<file path="src/rtl/defs_pkg.sv">
// Shared MEM-stage definitions: load/store encodings, trap causes, FSM states and
// the size/alignment helpers used by the address path.
package defs_pkg;

  localparam logic [2:0] LB  = 3'd0;
  localparam logic [2:0] LH  = 3'd1;
  localparam logic [2:0] LW  = 3'd2;
  localparam logic [2:0] LD  = 3'd3;
  localparam logic [2:0] LBU = 3'd4;
  localparam logic [2:0] LHU = 3'd5;
  localparam logic [2:0] LWU = 3'd6;

  localparam logic [2:0] SB  = 3'd0;
  localparam logic [2:0] SH  = 3'd1;
  localparam logic [2:0] SW  = 3'd2;
  localparam logic [2:0] SD  = 3'd3;

  localparam logic [3:0] LOAD_MISALIGNED  = 4'd4;
  localparam logic [3:0] LOAD_FAULT       = 4'd5;
  localparam logic [3:0] STORE_MISALIGNED = 4'd6;
  localparam logic [3:0] STORE_FAULT      = 4'd7;

  typedef enum logic {
    IDLE   = 1'b0,
    ACCESS = 1'b1
  } mem_state_t;

  // Byte-enable pattern for an access of the given size, before lane shifting.
  function automatic logic [7:0] size_mask(input logic [2:0] f3);
    case (f3[1:0])
      2'd0:    size_mask = 8'h01;
      2'd1:    size_mask = 8'h03;
      2'd2:    size_mask = 8'h0F;
      default: size_mask = 8'hFF;
    endcase
  endfunction

  // Unknown encodings, and doublewords on a 32-bit datapath, count as misaligned.
  function automatic logic access_aligned(input logic [2:0] f3, input logic [2:0] addr_lo,
                                          input logic dw_legal);
    case (f3)
      LB, LBU: access_aligned = 1'b1;
      LH, LHU: access_aligned = (addr_lo[0] == 1'b0);
      LW, LWU: access_aligned = (addr_lo[1:0] == 2'b00);
      LD:      access_aligned = dw_legal & (addr_lo == 3'b000);
      default: access_aligned = 1'b0;
    endcase
  endfunction

endpackage

</file>
<file path="src/rtl/mem_stage_if.sv">
// Data-memory req/ack bus between the MEM stage (master) and the memory (slave).
interface mem_stage_if #(
  parameter int unsigned XLEN = 64
);
  localparam int unsigned STRBW = XLEN / 8;

  logic             dmem_req;
  logic             dmem_we;
  logic [XLEN-1:0]  dmem_addr;
  logic [XLEN-1:0]  dmem_wdata;
  logic [STRBW-1:0] dmem_wstrb;
  logic [XLEN-1:0]  dmem_rdata;
  logic             dmem_ack;
  logic             dmem_err;

  modport master (
    output dmem_req, dmem_we, dmem_addr, dmem_wdata, dmem_wstrb,
    input  dmem_rdata, dmem_ack, dmem_err
  );

  modport slave (
    input  dmem_req, dmem_we, dmem_addr, dmem_wdata, dmem_wstrb,
    output dmem_rdata, dmem_ack, dmem_err
  );
endinterface

</file>
<file path="src/rtl/mem_stage_load_align.sv">
// Load data alignment: moves the addressed bytes to lane 0 and sign/zero extends
// them according to the load encoding.
module load_align
  import defs_pkg::*;
#(
  parameter int unsigned XLEN = 64
) (
  input  logic [XLEN-1:0]            rdata,
  input  logic [$clog2(XLEN/8)-1:0]  offset,
  input  logic [2:0]                 funct3,
  output logic [XLEN-1:0]            load_data_c
);

  logic [XLEN-1:0] shifted;

  always_comb begin
    shifted = rdata >> {offset, 3'b000};
    case (funct3)
      LB:      load_data_c = XLEN'($signed(shifted[7:0]));
      LH:      load_data_c = XLEN'($signed(shifted[15:0]));
      LW:      load_data_c = XLEN'($signed(shifted[31:0]));
      LBU:     load_data_c = XLEN'(shifted[7:0]);
      LHU:     load_data_c = XLEN'(shifted[15:0]);
      LWU:     load_data_c = XLEN'(shifted[31:0]);
      default: load_data_c = shifted;
    endcase
  end

endmodule

</file>
<file path="src/rtl/mem_stage.sv">
// Pipeline MEM stage: issues loads/stores on the req/ack data bus and registers
// results toward writeback. Optional bus-fault traps: define DMEM_ACCESS_FAULT_EN.
module mem_stage
  import defs_pkg::*;
#(
  parameter int unsigned XLEN = 64
) (
  input  logic            clk,
  input  logic            resetn,
  input  logic [XLEN-1:0] alu_result,
  input  logic [XLEN-1:0] rs2_data,
  input  logic [XLEN-1:0] pc_in,
  input  logic [4:0]      rd,
  input  logic [2:0]      funct3,
  input  logic            reg_write_enable,
  input  logic            mem_read,
  input  logic            mem_write,
  input  logic            trap_in,
  input  logic [3:0]      trap_cause_in,
  input  logic            flush,
  mem_stage_if.master     dmem,
  output logic [XLEN-1:0] wb_data,
  output logic [4:0]      rd_out,
  output logic            reg_write_enable_out,
  output logic [XLEN-1:0] pc_out,
  output logic            trap_out,
  output logic [3:0]      trap_cause_out,
  output logic            stall_req
);

  localparam int unsigned STRBW = XLEN / 8;
  localparam int unsigned OFFW  = $clog2(STRBW);

  mem_state_t       state_q;
  logic             req_q, we_q, flush_q, rwe_q;
  logic [XLEN-1:0]  addr_q, wdata_q, pc_q;
  logic [STRBW-1:0] wstrb_q;
  logic [2:0]       funct3_q;
  logic [OFFW-1:0]  offset_q;
  logic [4:0]       rd_q;

  logic             mem_op_c, aligned_c, fault_c;
  logic [OFFW-1:0]  offset_d;
  logic [XLEN-1:0]  addr_d, wdata_d, load_data_c;
  logic [STRBW-1:0] wstrb_d;

  assign mem_op_c  = (mem_read | mem_write) & ~trap_in & ~flush;
  assign aligned_c = access_aligned(funct3, alu_result[2:0], XLEN == 64);
  assign offset_d  = alu_result[OFFW-1:0];
  assign addr_d    = {alu_result[XLEN-1:OFFW], {OFFW{1'b0}}};
  assign wdata_d   = rs2_data << {offset_d, 3'b000};
  assign wstrb_d   = STRBW'(size_mask(funct3)) << offset_d;

  // Stall covers the issuing cycle and every ACCESS cycle up to (not including) the ack.
  assign stall_req = (state_q == IDLE) ? (mem_op_c & aligned_c) : ~dmem.dmem_ack;

  assign dmem.dmem_req   = req_q;
  assign dmem.dmem_we    = we_q;
  assign dmem.dmem_addr  = addr_q;
  assign dmem.dmem_wdata = wdata_q;
  assign dmem.dmem_wstrb = wstrb_q;

`ifdef DMEM_ACCESS_FAULT_EN
  assign fault_c = dmem.dmem_err;
`else
  logic unused_dmem_err;
  assign unused_dmem_err = dmem.dmem_err;
  assign fault_c         = 1'b0;
`endif

  load_align #(.XLEN(XLEN)) u_load_align (
    .rdata       (dmem.dmem_rdata),
    .offset      (offset_q),
    .funct3      (funct3_q),
    .load_data_c (load_data_c)
  );

  // Output registers default to a bubble each cycle; the branches below override.
  always_ff @(posedge clk or negedge resetn) begin
    if (!resetn) begin
      state_q              <= IDLE;
      req_q                <= 1'b0;
      we_q                 <= 1'b0;
      flush_q              <= 1'b0;
      rwe_q                <= 1'b0;
      addr_q               <= '0;
      wdata_q              <= '0;
      pc_q                 <= '0;
      wstrb_q              <= '0;
      funct3_q             <= '0;
      offset_q             <= '0;
      rd_q                 <= '0;
      wb_data              <= '0;
      rd_out               <= '0;
      reg_write_enable_out <= 1'b0;
      pc_out               <= '0;
      trap_out             <= 1'b0;
      trap_cause_out       <= '0;
    end else begin
      wb_data              <= '0;
      rd_out               <= '0;
      reg_write_enable_out <= 1'b0;
      pc_out               <= '0;
      trap_out             <= 1'b0;
      trap_cause_out       <= '0;
      case (state_q)
        IDLE: begin
          if (flush) begin
            // bubble
          end else if (!mem_op_c) begin
            wb_data              <= alu_result;
            rd_out               <= rd;
            reg_write_enable_out <= reg_write_enable;
            pc_out               <= pc_in;
            trap_out             <= trap_in;
            trap_cause_out       <= trap_cause_in;
          end else if (aligned_c) begin
            state_q  <= ACCESS;
            req_q    <= 1'b1;
            we_q     <= ~mem_read;
            flush_q  <= 1'b0;
            addr_q   <= addr_d;
            wdata_q  <= wdata_d;
            wstrb_q  <= wstrb_d;
            funct3_q <= funct3;
            offset_q <= offset_d;
            rd_q     <= rd;
            pc_q     <= pc_in;
            rwe_q    <= reg_write_enable;
          end else begin
            wb_data        <= alu_result;
            rd_out         <= rd;
            pc_out         <= pc_in;
            trap_out       <= 1'b1;
            trap_cause_out <= mem_read ? LOAD_MISALIGNED : STORE_MISALIGNED;
          end
        end
        ACCESS: begin
          if (flush) flush_q <= 1'b1;
          if (dmem.dmem_ack) begin
            state_q <= IDLE;
            req_q   <= 1'b0;
            flush_q <= 1'b0;
            // A flush seen at any point during the access turns the result into a bubble.
            if (!(flush_q || flush)) begin
              rd_out <= rd_q;
              pc_out <= pc_q;
              if (fault_c) begin
                trap_out       <= 1'b1;
                trap_cause_out <= we_q ? STORE_FAULT : LOAD_FAULT;
              end else if (!we_q) begin
                wb_data              <= load_data_c;
                reg_write_enable_out <= rwe_q;
              end
            end
          end
        end
        default: state_q <= IDLE;
      endcase
    end
  end

endmodule

</file>
<file path="src/flat_wrapper.sv">
// flat-port wrapper written by rule: the top's interface ports become plain ports
module mem_stage_flat import defs_pkg::*;
#(
  parameter int unsigned XLEN = 64
)
  (clk, resetn, alu_result, rs2_data, pc_in, rd, funct3, reg_write_enable, mem_read, mem_write, trap_in, trap_cause_in, flush, wb_data, rd_out, reg_write_enable_out, pc_out, trap_out, trap_cause_out, stall_req, dmem_dmem_req, dmem_dmem_we, dmem_dmem_addr, dmem_dmem_wdata, dmem_dmem_wstrb, dmem_dmem_rdata, dmem_dmem_ack, dmem_dmem_err);
  mem_stage_if #(.XLEN(XLEN)) dmem_i ();
  input  logic clk;
  input  logic resetn;
  input  logic [XLEN-1:0] alu_result;
  input  logic [XLEN-1:0] rs2_data;
  input  logic [XLEN-1:0] pc_in;
  input  logic [4:0] rd;
  input  logic [2:0] funct3;
  input  logic reg_write_enable;
  input  logic mem_read;
  input  logic mem_write;
  input  logic trap_in;
  input  logic [3:0] trap_cause_in;
  input  logic flush;
  output logic [XLEN-1:0] wb_data;
  output logic [4:0] rd_out;
  output logic reg_write_enable_out;
  output logic [XLEN-1:0] pc_out;
  output logic trap_out;
  output logic [3:0] trap_cause_out;
  output logic stall_req;
  output wire logic [$bits(dmem_i.dmem_req)-1:0] dmem_dmem_req;
  output wire logic [$bits(dmem_i.dmem_we)-1:0] dmem_dmem_we;
  output wire logic [$bits(dmem_i.dmem_addr)-1:0] dmem_dmem_addr;
  output wire logic [$bits(dmem_i.dmem_wdata)-1:0] dmem_dmem_wdata;
  output wire logic [$bits(dmem_i.dmem_wstrb)-1:0] dmem_dmem_wstrb;
  input wire logic [$bits(dmem_i.dmem_rdata)-1:0] dmem_dmem_rdata;
  input wire logic [$bits(dmem_i.dmem_ack)-1:0] dmem_dmem_ack;
  input wire logic [$bits(dmem_i.dmem_err)-1:0] dmem_dmem_err;
  assign dmem_dmem_req = dmem_i.dmem_req;
  assign dmem_dmem_we = dmem_i.dmem_we;
  assign dmem_dmem_addr = dmem_i.dmem_addr;
  assign dmem_dmem_wdata = dmem_i.dmem_wdata;
  assign dmem_dmem_wstrb = dmem_i.dmem_wstrb;
  assign dmem_i.dmem_rdata = dmem_dmem_rdata;
  assign dmem_i.dmem_ack = dmem_dmem_ack;
  assign dmem_i.dmem_err = dmem_dmem_err;
  mem_stage #(.XLEN(XLEN)) u_core (.clk(clk), .resetn(resetn), .alu_result(alu_result), .rs2_data(rs2_data), .pc_in(pc_in), .rd(rd), .funct3(funct3), .reg_write_enable(reg_write_enable), .mem_read(mem_read), .mem_write(mem_write), .trap_in(trap_in), .trap_cause_in(trap_cause_in), .flush(flush), .dmem(dmem_i), .wb_data(wb_data), .rd_out(rd_out), .reg_write_enable_out(reg_write_enable_out), .pc_out(pc_out), .trap_out(trap_out), .trap_cause_out(trap_cause_out), .stall_req(stall_req));
endmodule
</file>
<file path="config.mk">
export PLATFORM = sky130hd
export DESIGN_NAME = mem_stage_flat
export DESIGN_NICKNAME = d
export VERILOG_FILES = /design/src/rtl/defs_pkg.sv /design/src/rtl/mem_stage_if.sv /design/src/rtl/mem_stage_load_align.sv /design/src/rtl/mem_stage.sv /design/src/flat_wrapper.sv
export SDC_FILE = /design/constraint.sdc
export NUM_CORES = 1
export LEC_CHECK = 0
export ABC_AREA = 1
export CORE_AREA = 3 3 218 220
export CTS_CLUSTER_SIZE = 25
export DETAILED_ROUTE_END_ITERATION = 16
export DIE_AREA = 0 0 221 223
export GPL_TIMING_DRIVEN = 0
export PLACE_DENSITY_LB_ADDON = 0.2
export SETUP_SLACK_MARGIN = 0.4
export SLEW_MARGIN = 20
export SYNTH_ARGS = -nofsm -noshare
export SYNTH_HDL_FRONTEND = slang
export SYNTH_SLANG_ARGS = --single-unit
</file>
<file path="constraint.sdc">
create_clock -name clk -period 2.41 [get_ports clk]
set_input_delay 0.3615 -clock clk [delete_from_list [all_inputs] [get_ports clk]]
set_output_delay 0.3615 -clock clk [all_outputs]
set_load 0.05 [all_outputs]
</file>
==> flow_summary.rst <==
.. list-table::
   :header-rows: 1

   * - Metric
     - Value
   * - Outcome
     - complete, no violations
   * - Dominant delay contributor by cell family on the critical path
     - buffers and inverters
   * - Largest fanout on the critical path
     - 5
   * - Via count of the first global-routing pass
     - roughly 18000
   * - HPWL after detailed placement
     - 67000 um
   * - Total Neg Setup Slack
     - 0 ns
   * - Number of violations of the max-capacitance limit
     - 0
   * - Total area of sequential cells
     - a little under 9000 sq um
   * - Ys flop type
     - sky130_fd_sc_hd__dfrtp_1
   * - Vias per cell
     - approximately 5.3
   * - Power per unit of standard cell area
     - 908 nW/um^2
   * - Post-placement cell count
     - 3431
   * - Total routed wire length on the met1 layer
     - 32900 um
   * - Total Power
     - 22.6 mW
   * - Insertion delay of the later-clocked pin in the worst-skew pair
     - between 0.5 and 0.6 ns
   * - Area taken by multi-input logic gates
     - 7310 sq um
   * - Top cells by area, synth
     - sky130_fd_sc_hd__dfrtp_1 51%, sky130_fd_sc_hd__nand2_1 20%, sky130_fd_sc_hd__o21ai_0 6.9%
   * - Routed wire length
     - 84200 um
   * - CP Cell Sequence
     - inv_2, nand4_4, buf_12, buf_12, o21ai_4, buf_8
   * - Library cell contributing the largest single delay on the critical path
     - sky130_fd_sc_hd__dfrtp_2
   * - DR iter-0 viols
     - 1613
   * - PnR worst setup slack
     - 0.322 ns
   * - Vertical die dimension
     - approximately 220 um
   * - Syn Area/Cell
     - 7.56 sq um
   * - Cell area after layout
     - around 25000 sq um
   * - Worst vdd rail ir drop
     - 0.714 mV
   * - Die X
     - 221 um
   * - Setup repair after global routing missed its margin
     - true
   * - Fraction of layout cells with a size suffix above 1
     - 7.87%
   * - Post-Synthesis Cells
     - ~2300
   * - Number of buffer and inverter stages on the critical path
     - 4
   * - Startpoint of the most critical hold path
     - mem_write
   * - Starting Density
     - 37.9%
   * - Buffer levels on the longest clock path
     - 3
   * - Leakage power of the design
     - 13.1 nW
   * - Overall die area
     - 49300 sq um
   * - Highest attainable clock frequency
     - ~0.48 GHz
   * - Crit-path max cell delay
     - 0.43 ns
   * - GRT Resource Usage Total
     - between 30 and 40%
   * - Switching power total
     - 9.51 mW
   * - Type of the worst min-delay path
     - input pin to flip-flop
   * - Start point of the critical path
     - u_core.state_q
   * - Total number of H-tree levels
     - 2
   * - Routed via count
     - between 15000 and 20000
   * - Worst reg2reg setup slack
     - 0.38 ns
   * - Clock network fraction of total power
     - 27.2%
   * - Final hold vios
     - 0
   * - Post-Place Setup Slack
     - -1.13 ns
   * - Number of inserted filler cells in the final layout
     - 4355
   * - Final-stage net count
     - 3156
   * - Worst endpoint required time
     - 2.05 ns
   * - Fraction of the yosys area taken by sequential cells
     - approximately 51%
   * - Critical R2R Launch
     - u_core.funct3_q[1]
   * - Core footprint
     - 45500 sq um
   * - Worst hold-check slack
     - 0.142 ns
   * - Synth area leader
     - sky130_fd_sc_hd__dfrtp_1
   * - Slew @ Worst Pin
     - ~0.76 ns
   * - Instance area after placement
     - 23600 sq um
   * - Number of input and output port buffers inserted
     - 547
   * - Signal arrival time at the worst endpoint
     - 1.73 ns
   * - Worst rel slew slack
     - 49.7%
   * - Synth-to-layout area growth
     - 44.3%
   * - DRC viols
     - 0
   * - GRT overflow
     - 0
   * - Post-layout utilization of the core
     - 54.6%
   * - Number of enable flip-flop cells after synthesis
     - 0
   * - Total met2 wirelength after detailed routing
     - approximately 40000 um
   * - Share of power burned in registers
     - 33.3%
   * - Area of the mapped netlist
     - 17200 sq um
   * - CTS Sinks
     - 352
   * - Detailed-router iteration count before antenna repair
     - 6
   * - Library cell appearing most often on the critical path
     - sky130_fd_sc_hd__buf_12
   * - Area share of the largest cell type after synthesis
     - 51.1%
   * - Floorplan row count
     - 78
   * - Initial antenna violation count
     - 8
   * - Share of the cycle needed by the critical path after routing
     - between 80 and 90%
   * - Met3 wirelength from detailed routing
     - about 7100 um
   * - Weighted congestion reported at the end of routability-driven placement
     - 0.988
   * - Clock input transition at the sequential cells of the worst setup and hold paths
     - 0.06 ns
   * - Buffer cell driving the clock tree root
     - sky130_fd_sc_hd__clkbuf_16
   * - I/O pin cnt
     - 555
   * - Synth cell types
     - 33
   * - DR WL/cell
     - 24.0 um
   * - Share of power burned in combinational logic
     - 39.5%
   * - Antenna viol nets, final
     - 0
   * - Layout Cells excl Fill
     - 3512
   * - Count of state elements after synthesis
     - 352
   * - Maximum number of pins on one net before global-route repair
     - 98
   * - Final critical-path required period
     - about 2.1 ns
   * - Leading cell types by count after synthesis
     - 938 x sky130_fd_sc_hd__nand2_1, 352 x sky130_fd_sc_hd__dfrtp_1, 239 x sky130_fd_sc_hd__o21ai_0, 209 x sky130_fd_sc_hd__nand3_1, 111 x sky130_fd_sc_hd__inv_1
   * - First-pass GRT wire length
     - 122000 um
   * - Final max-slew violation count
     - 0
   * - Max Used Layer
     - met5
   * - Top-count cell post-synth
     - sky130_fd_sc_hd__nand2_1
   * - Critical Path Sink Type
     - output pin
   * - Count of endpoints failing setup in the final report
     - 0
   * - Element type at the critical path start
     - flip-flop
   * - Internal cell power
     - 13.0 mW
   * - Critical Setup Path Class
     - flip-flop to output pin
   * - Warnings from Yosys
     - 0
   * - Switching Share
     - 42.2%
   * - Share of synthesized registers carrying an async set or reset
     - 100%
   * - Final clock skew
     - 0.0246 ns
   * - Clock tree from TritonCTS
     - done
   * - Number of CTS-inserted buffers
     - 39
## power groups by stage
stage | clock, mW | sequential (mW) | combinational, mW
floorplan | 0 | 10.1 | 2.81
global placement | 0 | 7.60 | 9.11
detailed placement | 0 | 7.62 | 9.13
CTS | 6.23 | 7.50 | 8.72
global route | 6.48 | 7.63 | 9.45
finish | 6.14 | 7.51 | 8.91
## cells by family after synthesis
logic type | after synthesis | share of synthesized area, %
buf+inv | 285 | 7.18
simple gates | 1205 | 28.1
compound gates | 422 | 12.7
other cells | 1 | 0.0218
mux | 14 | 0.814
flops | 352 | 51.1
## registers in the layout (all words and copies together) (netlist names)
register                     count
u_core.trap_out                  1
u_core.offset_q                  3
u_core.dmem.dmem_wdata          64
u_core.pc_out                   64
u_core.funct3_q                  3
u_core.wb_data                  64
u_core.dmem.dmem_wstrb           8
u_core.rd_q                      5
u_core.pc_q                     64
u_core.trap_cause_out            4
u_core.dmem.dmem_req             1
u_core.rd_out                    5
u_core.reg_write_enable_out      1
u_core.dmem.dmem_we              1
u_core.flush_q                   1
u_core.state_q                   1
u_core.dmem.dmem_addr           61
u_core.rwe_q                     1
## worst register-to-register path, delay by kind of cell, from the launching register on
kind	cells	cell delay [ns]
flip-flops	1	0.35
AND/OR/NAND/NOR	3	0.34
buffers and inverters	3	0.90
AO/OA/AOI/OAI	2	0.34
## final cells by class
class                      instances  area share, %
buffer                           166           3.64
sequential                       352           35.4
inverter                         119           1.80
clock inverter                    12          0.604
tap                              600           3.02
timing repair buffer             557           21.2
antenna                            4         0.0403
multi-input combinational       1644           29.4
clock buffer                      58           4.78
## layout by cell type (no fill, tap or decap), types with 4 or more instances in the layout
cell,instances
sky130_fd_sc_hd__buf_2,55
sky130_fd_sc_hd__nand2_2,5
sky130_fd_sc_hd__clkdlybuf4s50_1,265
sky130_fd_sc_hd__nand3_1,209
sky130_fd_sc_hd__mux2i_1,14
sky130_fd_sc_hd__buf_1,9
sky130_fd_sc_hd__inv_1,109
sky130_fd_sc_hd__o21ai_1,106
sky130_fd_sc_hd__clkinv_2,5
sky130_fd_sc_hd__dlygate4sd2_1,278
sky130_fd_sc_hd__buf_4,24
sky130_fd_sc_hd__nor2_1,41
sky130_fd_sc_hd__buf_6,11
sky130_fd_sc_hd__a21oi_1,61
sky130_fd_sc_hd__inv_2,7
sky130_fd_sc_hd__o211ai_1,20
sky130_fd_sc_hd__nor2_2,4
sky130_fd_sc_hd__nand2_1,934
sky130_fd_sc_hd__diode_2,4
sky130_fd_sc_hd__clkbuf_2,20
sky130_fd_sc_hd__dfrtp_1,351
sky130_fd_sc_hd__o21ai_2,11
sky130_fd_sc_hd__clkbuf_8,14
sky130_fd_sc_hd__clkbuf_16,39
sky130_fd_sc_hd__clkbuf_1,55
sky130_fd_sc_hd__o21ai_0,210
## worst paths after layout
path | cells past startpoint | end
max | 6 | stall_req
max reg2reg | 8 | u_core.wb_data[20]
min in group asynchronous | 2 | u_core.pc_out[32]
max in group asynchronous | 4 | u_core.dmem.dmem_wdata[55]
min reg2reg | 2 | u_core.dmem.dmem_addr[55]
min | 3 | u_core.trap_out
## per-layer routing
layer	GRT usage [%]	vias to the layer above
met2	56.6	920
li1	-	8542
met3	8.28	172
met1	41.2	8916
met4	11.8	8
met5	0	-
## repair_timing
item / CTS / global route
endpoints found under the hold margin: 82 / 0
resized for setup: 330 / 80
buffers inserted: 2 / 4
setup endpoints to repair: 455 / 101
pin swaps: 2 / 4
hold buffers: 1 / 0
Note: power is estimated with default switching activity, not from simulation.
